File: config.mk
export PLATFORM = sky130hd
export DESIGN_NAME = fix_msg_delim_detect
export DESIGN_NICKNAME = d
export VERILOG_FILES = /design/src/rtl/fix_msg_delim_detect.sv
export SDC_FILE = /design/constraint.sdc
export NUM_CORES = 1
export LEC_CHECK = 0
export ABC_CLOCK_PERIOD_IN_PS = 5800
export CAP_MARGIN = 20
export CELL_PAD_IN_SITES_DETAIL_PLACEMENT = 1
export CELL_PAD_IN_SITES_GLOBAL_PLACEMENT = 1
export CORE_ASPECT_RATIO = 0.5
export CORE_UTILIZATION = 30
export CTS_CLUSTER_DIAMETER = 80
export DETAILED_ROUTE_END_ITERATION = 12
export GPL_ROUTABILITY_DRIVEN = 0
export PLACE_DENSITY = 0.66
export SYNTH_ARGS = -nofsm -noshare
export SYNTH_HDL_FRONTEND = slang
export SYNTH_SLANG_ARGS = --single-unit
File: constraint.sdc
create_clock -name clk -period 5.8 [get_ports clk]
set_input_delay 0.58 -clock clk [delete_from_list [all_inputs] [get_ports clk]]
set_output_delay 0.58 -clock clk [all_outputs]
set_load 0.02 [all_outputs]
File: src/rtl/fix_msg_delim_detect.sv
// FIX framing stage: writes every accepted byte into the message buffer at a
// wrapping pointer, detects "8=" message starts and "<SOH>10=ddd<SOH>" tails,
// verifies the checksum and emits start/end pulses with buffer addresses.
module fix_msg_delim_detect #(
    parameter int DATA_WIDTH = 5,
    parameter int MAX_LEN    = 31   // must be <= 2**DATA_WIDTH-1
) (
    input  logic                  clk,
    input  logic                  rst,
    input  logic                  valid_i,
    input  logic [7:0]            data_i,
    output logic                  ready_o,
    input  logic                  full_i,
    output logic                  wr_en_o,
    output logic [DATA_WIDTH-1:0] wr_addr_o,
    output logic [7:0]            wr_data_o,
    output logic                  start_message_o,
    output logic [DATA_WIDTH-1:0] start_addr_o,
    output logic                  end_message_o,
    output logic [DATA_WIDTH-1:0] end_addr_o,
    output logic                  err_o
);

    localparam int LEN_W = $clog2(MAX_LEN + 2);   // holds MAX_LEN+1
    localparam logic [LEN_W-1:0]      MAX_LEN_L = LEN_W'(MAX_LEN);
    localparam logic [LEN_W-1:0]      LEN_ONE   = LEN_W'(1);
    localparam logic [DATA_WIDTH-1:0] PTR_ONE   = DATA_WIDTH'(1);

    localparam logic [7:0] SOH    = 8'h01;
    localparam logic [7:0] CH_8   = 8'h38;
    localparam logic [7:0] CH_EQ  = 8'h3D;
    localparam logic [7:0] CH_1   = 8'h31;
    localparam logic [7:0] CH_0   = 8'h30;
    localparam logic [7:0] CH_9   = 8'h39;

    typedef enum logic [2:0] {
        S_IDLE,
        S_SAW8,
        S_BODY,
        S_TAG1,
        S_TAG0,
        S_TEQ,
        S_CK,
        S_CKSOH
    } state_t;

    // Registered state
    state_t                r_state;
    logic [DATA_WIDTH-1:0] r_ptr;
    logic [DATA_WIDTH-1:0] r_start_ptr;
    logic [7:0]            r_sum;
    logic [7:0]            r_snap;
    logic [LEN_W-1:0]      r_len;
    logic [9:0]            r_val;
    logic [1:0]            r_dcnt;

    // Registered outputs
    logic                  r_wr_en;
    logic [DATA_WIDTH-1:0] r_wr_addr;
    logic [7:0]            r_wr_data;
    logic                  r_start_msg;
    logic [DATA_WIDTH-1:0] r_start_addr;
    logic                  r_end_msg;
    logic [DATA_WIDTH-1:0] r_end_addr;
    logic                  r_err;

    // Next-state wires
    state_t                w_nxt_state;
    logic [DATA_WIDTH-1:0] w_nxt_start_ptr;
    logic [7:0]            w_nxt_sum;
    logic [7:0]            w_nxt_snap;
    logic [LEN_W-1:0]      w_nxt_len;
    logic [9:0]            w_nxt_val;
    logic [1:0]            w_nxt_dcnt;
    logic                  w_start_pls;
    logic                  w_end_pls;
    logic                  w_err;

    logic                  w_acc;
    logic                  w_is_digit;
    logic [7:0]            w_sum_inc;
    logic [LEN_W-1:0]      w_len_inc;
    logic [9:0]            w_val_acc;

    assign ready_o    = ~full_i;
    assign w_acc      = valid_i & ~full_i;
    assign w_is_digit = (data_i >= CH_0) && (data_i <= CH_9);
    assign w_sum_inc  = r_sum + data_i;
    assign w_len_inc  = r_len + LEN_ONE;
    assign w_val_acc  = (r_val * 10'd10) + {6'd0, data_i[3:0]};

    assign wr_en_o         = r_wr_en;
    assign wr_addr_o       = r_wr_addr;
    assign wr_data_o       = r_wr_data;
    assign start_message_o = r_start_msg;
    assign start_addr_o    = r_start_addr;
    assign end_message_o   = r_end_msg;
    assign end_addr_o      = r_end_addr;
    assign err_o           = r_err;

    // Framing FSM: next state, running sum/length/checksum and event pulses
    always_comb begin
        w_nxt_state     = r_state;
        w_nxt_start_ptr = r_start_ptr;
        w_nxt_sum       = r_sum;
        w_nxt_snap      = r_snap;
        w_nxt_len       = r_len;
        w_nxt_val       = r_val;
        w_nxt_dcnt      = r_dcnt;
        w_start_pls     = 1'b0;
        w_end_pls       = 1'b0;
        w_err           = 1'b0;

        if (w_acc) begin
            case (r_state)
                S_IDLE: begin
                    if (data_i == CH_8) begin
                        w_nxt_state     = S_SAW8;
                        w_nxt_start_ptr = r_ptr;
                        w_nxt_sum       = data_i;
                        w_nxt_len       = LEN_ONE;
                    end
                end

                S_SAW8: begin
                    if (data_i == CH_EQ) begin
                        w_nxt_state = S_BODY;
                        w_start_pls = 1'b1;
                        w_nxt_sum   = w_sum_inc;
                        w_nxt_len   = w_len_inc;
                    end else if (data_i == CH_8) begin
                        // "88=": the second '8' is the real start
                        w_nxt_state     = S_SAW8;
                        w_nxt_start_ptr = r_ptr;
                        w_nxt_sum       = data_i;
                        w_nxt_len       = LEN_ONE;
                    end else begin
                        w_nxt_state = S_IDLE;
                    end
                end

                default: begin
                    // Inside a framed message: every byte counts toward sum and length
                    w_nxt_sum = w_sum_inc;
                    w_nxt_len = w_len_inc;
                    if (w_len_inc > MAX_LEN_L) begin
                        // Overlength wins over any tail progress
                        w_end_pls   = 1'b1;
                        w_err       = 1'b1;
                        w_nxt_state = S_IDLE;
                    end else begin
                        case (r_state)
                            S_BODY: begin
                                if (data_i == SOH) begin
                                    w_nxt_state = S_TAG1;
                                    w_nxt_snap  = w_sum_inc;
                                end
                            end
                            S_TAG1: begin
                                if (data_i == CH_1) begin
                                    w_nxt_state = S_TAG0;
                                end else if (data_i == SOH) begin
                                    w_nxt_state = S_TAG1;
                                    w_nxt_snap  = w_sum_inc;
                                end else begin
                                    w_nxt_state = S_BODY;
                                end
                            end
                            S_TAG0: begin
                                if (data_i == CH_0) begin
                                    w_nxt_state = S_TEQ;
                                end else if (data_i == SOH) begin
                                    w_nxt_state = S_TAG1;
                                    w_nxt_snap  = w_sum_inc;
                                end else begin
                                    w_nxt_state = S_BODY;
                                end
                            end
                            S_TEQ: begin
                                if (data_i == CH_EQ) begin
                                    w_nxt_state = S_CK;
                                    w_nxt_val   = 10'd0;
                                    w_nxt_dcnt  = 2'd0;
                                end else if (data_i == SOH) begin
                                    w_nxt_state = S_TAG1;
                                    w_nxt_snap  = w_sum_inc;
                                end else begin
                                    w_nxt_state = S_BODY;
                                end
                            end
                            S_CK: begin
                                if (w_is_digit) begin
                                    w_nxt_val  = w_val_acc;
                                    w_nxt_dcnt = r_dcnt + 2'd1;
                                    if (r_dcnt == 2'd2) begin
                                        w_nxt_state = S_CKSOH;
                                    end
                                end else begin
                                    w_end_pls   = 1'b1;
                                    w_err       = 1'b1;
                                    w_nxt_state = S_IDLE;
                                end
                            end
                            S_CKSOH: begin
                                // 10-bit compare: values above 255 never match
                                w_end_pls   = 1'b1;
                                w_err       = (data_i == SOH) ? (r_val != {2'b00, r_snap}) : 1'b1;
                                w_nxt_state = S_IDLE;
                            end
                            default: begin
                                w_nxt_state = S_IDLE;
                            end
                        endcase
                    end
                end
            endcase
        end
    end

    // State, pointer and registered buffer-write / event outputs
    always_ff @(posedge clk) begin
        if (rst) begin
            r_state      <= S_IDLE;
            r_ptr        <= '0;
            r_start_ptr  <= '0;
            r_sum        <= '0;
            r_snap       <= '0;
            r_len        <= '0;
            r_val        <= '0;
            r_dcnt       <= '0;
            r_wr_en      <= 1'b0;
            r_wr_addr    <= '0;
            r_wr_data    <= '0;
            r_start_msg  <= 1'b0;
            r_start_addr <= '0;
            r_end_msg    <= 1'b0;
            r_end_addr   <= '0;
            r_err        <= 1'b0;
        end else begin
            r_state     <= w_nxt_state;
            r_start_ptr <= w_nxt_start_ptr;
            r_sum       <= w_nxt_sum;
            r_snap      <= w_nxt_snap;
            r_len       <= w_nxt_len;
            r_val       <= w_nxt_val;
            r_dcnt      <= w_nxt_dcnt;
            r_wr_en     <= w_acc;
            r_start_msg <= w_start_pls;
            r_end_msg   <= w_end_pls;
            r_err       <= w_err;
            if (w_acc) begin
                r_wr_addr <= r_ptr;
                r_wr_data <= data_i;
                r_ptr     <= r_ptr + PTR_ONE;
            end
            if (w_start_pls) begin
                r_start_addr <= r_start_ptr;
            end
            if (w_end_pls) begin
                r_end_addr <= r_ptr;
            end
        end
    end

endmodule
==> impl_metrics.prom <==
# TYPE chip_impl_metric gauge
chip_impl_metric{name="cap_violations",unit=""} 0
chip_impl_metric{name="wire_length_of_the_first_global_routing_pass",unit="µm"} 16800
chip_impl_info{name="worst_path_max_delay_cell",value="sky130_fd_sc_hd__dfxtp_1"} 1
chip_impl_metric{name="drt_pre_antenna_iters",unit=""} 4
chip_impl_info{name="result_of_the_run",value="completed"} 1
chip_impl_metric{name="slew_violations",unit=""} 0
chip_impl_metric{name="synth_enable_flop_cells",unit=""} 0
chip_impl_metric{name="ys_async_rst_share",unit=""} 0
chip_impl_info{name="worstPathCellList",value="ha_1, ha_1, fa_1, a211oi_1, o22ai_1, nor4bb_1, xnor3_1, a22oi_1, nor2_1"} 1
chip_impl_metric{name="critPathMaxStageDelay",unit="ps"} 480
chip_impl_metric{name="std_cell_rows",unit=""} 28
chip_impl_metric{name="gr-total-overflow",unit=""} 0
chip_impl_metric{name="first_global_vias",unit=""} 3327
chip_impl_metric{name="critical_path_buf_inv_count",unit=""} 0
chip_impl_metric{name="portBuffers",unit=""} 39
chip_impl_metric{name="dpl.cell_count",unit=""} 635
chip_impl_info{name="final_common_cell",value="sky130_fd_sc_hd__dfxtp_1"} 1
chip_impl_metric{name="num_vias",unit=""} 3321
chip_impl_metric{name="finalNonFillerCells",unit=""} 652
chip_impl_metric{name="finalPower",unit="mW"} 1.10
chip_impl_metric{name="drt-total-wl",unit="µm"} 10200
chip_impl_info{name="critPathMostFrequentCell",value="sky130_fd_sc_hd__ha_1"} 1
chip_impl_metric{name="design.die.area",unit="µm²"} 13500
chip_impl_metric{name="vias_per_cell",unit=""} 5.09
chip_impl_metric{name="max-vdd-ir-drop",unit="V"} 0.000129
chip_impl_info{name="timing.critical_path.to_type",value="register"} 1
chip_impl_metric{name="nets_final",unit=""} 522
chip_impl_metric{name="wl_per_cell",unit="µm"} 15.7
chip_impl_metric{name="number_of_h_tree_branching_levels",unit=""} 3
chip_impl_metric{name="ys_ff_latch",unit=""} 74
chip_impl_metric{name="synthesis.area",unit="µm²"} 3890
chip_impl_metric{name="setup_viol_count_final",unit=""} 0
chip_impl_metric{name="critPathArrivalTime",unit="ps"} 3420
chip_impl_metric{name="cts_buffer_depth",unit=""} 2
chip_impl_metric{name="initial_core_util",unit=""} 0.319
chip_impl_metric{name="synthesis.area_per_instance",unit="µm²"} 8.71
chip_impl_metric{name="final_layout_size_suffix_gt1_frac",unit=""} 0.0678
chip_impl_metric{name="detailedRoute.firstIterationViolations",unit=""} 169
chip_impl_info{name="cp-start-kind",value="register"} 1
chip_impl_metric{name="power.static_leakage",unit="nW"} 1.74
chip_impl_metric{name="power_density",unit="nW/µm²"} 233
chip_impl_metric{name="fin_crit",unit="ps"} 3220
chip_impl_metric{name="antenna_found_initial",unit=""} 0
chip_impl_info{name="synth_area_leader_cell",value="sky130_fd_sc_hd__dfxtp_1"} 1
chip_impl_info{name="synth.area.top_cells",value="sky130_fd_sc_hd__dfxtp_1 38%, sky130_fd_sc_hd__ha_1 8.0%, sky130_fd_sc_hd__nor2_1 6.5%"} 1
chip_impl_metric{name="synth_cell_type_count",unit=""} 53
chip_impl_info{name="setup.worst_path.class",value="register to register"} 1
chip_impl_metric{name="seq_area_frac_synth",unit=""} 0.380
chip_impl_metric{name="timing.final.crit_share",unit=""} 0.556
chip_impl_metric{name="cts_repair_resize_count",unit=""} 0
chip_impl_metric{name="clock-sinks",unit=""} 74
chip_impl_info{name="holdCritPathClass",value="register to register"} 1
chip_impl_metric{name="syn_to_final_growth",unit="%"} 21.2
chip_impl_metric{name="fmax",unit="MHz"} 310
chip_impl_info{name="most_frequent_cells_in_the_layout",value="74 x sky130_fd_sc_hd__dfxtp_1, 67 x sky130_fd_sc_hd__nor2_1, 47 x sky130_fd_sc_hd__nand2_1"} 1
chip_impl_metric{name="finalHoldViolations",unit=""} 0
chip_impl_metric{name="insertion_delay",unit="ps"} 340
chip_impl_info{name="clock_tree_from_tritoncts",value="yes"} 1
chip_impl_metric{name="drcViolationCount",unit=""} 0
chip_impl_metric{name="yosysTopAreaCellShare",unit=""} 0.380
chip_impl_metric{name="post_cts_hold_buffer_count",unit=""} 0
chip_impl_metric{name="post_cts_buffers",unit=""} 0
chip_impl_metric{name="worst_setup_hold_path_clk_slew",unit="ps"} 60
chip_impl_metric{name="postSynthNetCount",unit=""} 487
chip_impl_metric{name="fillers",unit=""} 1432
chip_impl_metric{name="timing.max_slew.rel_slack",unit=""} 0.436
chip_impl_metric{name="core_box_area",unit="µm²"} 12200
chip_impl_metric{name="dp_hpwl",unit="µm"} 7350
chip_impl_metric{name="finalHoldWorstSlack",unit="ps"} 456
chip_impl_info{name="yosys_most_used_dff",value="sky130_fd_sc_hd__dfxtp_1"} 1
chip_impl_metric{name="critical_path.max_fanout",unit=""} 5
chip_impl_metric{name="i_o_pins",unit=""} 40
chip_impl_info{name="grt_setup_unrepaired",value="false"} 1
chip_impl_metric{name="antennaDiodeCount",unit=""} 0
chip_impl_metric{name="die_w",unit="µm"} 163
chip_impl_metric{name="groute.usage.overall",unit=""} 0.163
chip_impl_metric{name="critPathRequiredTime",unit="ps"} 5990
chip_impl_metric{name="worst_slew_pin_slew",unit="ps"} 846
chip_impl_metric{name="finClkSkew",unit="ps"} 6.65
chip_impl_metric{name="fp.dieH",unit="µm"} 82.6
chip_impl_metric{name="grt_max_degree",unit=""} 75
chip_impl_info{name="cts_root_buffer",value="sky130_fd_sc_hd__clkbuf_16"} 1
chip_impl_metric{name="timing.setup.tns",unit="ps"} 0
chip_impl_metric{name="tritoncts.num_buffers",unit=""} 9
chip_impl_metric{name="yosys_warnings",unit=""} 0
chip_impl_metric{name="syn-instance-count",unit=""} 447
chip_impl_info{name="worst_path_dominant_cell_family",value="adder cells"} 1
chip_impl_metric{name="detail-route-antenna-nets",unit=""} 0
final timing paths:
check / from / slack [ps] / endpoint / cells after the start
setup / recovery: r_val[1] / 2580 / r_val[9] / 9
hold reg to reg: wr_data_o[3] / 460 / wr_data_o[3] / 2
setup reg to reg: r_val[1] / 2580 / r_val[9] / 9
hold / removal: wr_data_o[3] / 460 / wr_data_o[3] / 2
kinds of logic (layout without fill, tap and decap cells):
| kind of cell | count (synthesis) | in the layout | synth area share |
|---|---|---|---|
| and+or+nand+nor | 176 | 176 | 0.216 |
| AOI/OAI and AO/OA | 94 | 94 | 0.163 |
| DFF | 74 | 74 | 0.380 |
| adders and majority gates | 28 | 28 | 0.0957 |
| xor gates and xnor gates | 28 | 28 | 0.0665 |
| buffers and inverters | 27 | 67 | 0.0273 |
| muxes | 20 | 20 | 0.0514 |
synthesized netlist by cell type, types with 5 or more instances:
library cell and count:
sky130_fd_sc_hd__o21ai_0 6, sky130_fd_sc_hd__a22oi_1 14, sky130_fd_sc_hd__ha_1 25, sky130_fd_sc_hd__clkbuf_1 15, sky130_fd_sc_hd__nand2b_1 7, sky130_fd_sc_hd__xnor2_1 13, sky130_fd_sc_hd__dfxtp_1 74, sky130_fd_sc_hd__nor3_1 9
sky130_fd_sc_hd__o21a_1 5, sky130_fd_sc_hd__xor2_1 14, sky130_fd_sc_hd__nand3_1 14, sky130_fd_sc_hd__nand4_1 9, sky130_fd_sc_hd__a21oi_1 36, sky130_fd_sc_hd__nor2_1 67, sky130_fd_sc_hd__inv_1 8, sky130_fd_sc_hd__mux2i_1 20
sky130_fd_sc_hd__nand2_1 47
routing by layer:
| metal | GRT usage | wire [µm] | vias up |
|---|---|---|---|
| met3 | 0.0350 | 328 | 12 |
| met1 | 0.207 | 4970 | 1612 |
| met4 | 0.0579 | 145 | 0 |
| li1 | - | - | 1649 |
| met2 | 0.275 | 4770 | 48 |
| met5 | 0 | 0 | - |
worst reg2reg max path: stages, from the launching register on:
cell and delay (ps):
sky130_fd_sc_hd__dfxtp_1 480, sky130_fd_sc_hd__ha_1 290, sky130_fd_sc_hd__ha_1 230, sky130_fd_sc_hd__fa_1 400, sky130_fd_sc_hd__a211oi_1 400, sky130_fd_sc_hd__o22ai_1 160, sky130_fd_sc_hd__nor4bb_1 420, sky130_fd_sc_hd__xnor3_1 480
sky130_fd_sc_hd__a22oi_1 160, sky130_fd_sc_hd__nor2_1 70
per-stage QoR:
stage / area, µm² / setup WS (ps) / util
finish: 4720 / 2580 / 0.386
global route: 4720 / 2380 / 0.386
CTS: 4710 / 2540 / 0.386
detailed placement: 4440 / 2400 / 0.363
global placement: 4440 / 2480 / 0.363
floorplan: 3890 / 3090 / -
report_power, final:
| group | switching, mW | internal [mW] |
|---|---|---|
| registers | 0.00370 | 0.512 |
| logic | 0.0393 | 0.0238 |
| clock network | 0.231 | 0.292 |
final cells by class:
class,instances,area [µm²],share of cell area
inverter,8,30.0,0.00636
sequential,74,1480,0.314
clock buffer,9,225,0.0477
timing repair buffer,43,415,0.0880
tap,165,206,0.0437
clock inverter,7,53.8,0.0114
multi-input combinational,346,2310,0.489
sequential cells by signal, summed over array words and instances, names as in the netlist:
signal           cells
end_addr_o           5
end_message_o        1
err_o                1
r_dcnt               2
r_len                6
r_ptr                5
r_snap               8
r_start_ptr          5
r_state              3
r_sum                8
r_val               10
start_addr_o         5
start_message_o      1
wr_addr_o            5
wr_data_o            8
wr_en_o              1
Power figures use the tool's default switching activity.
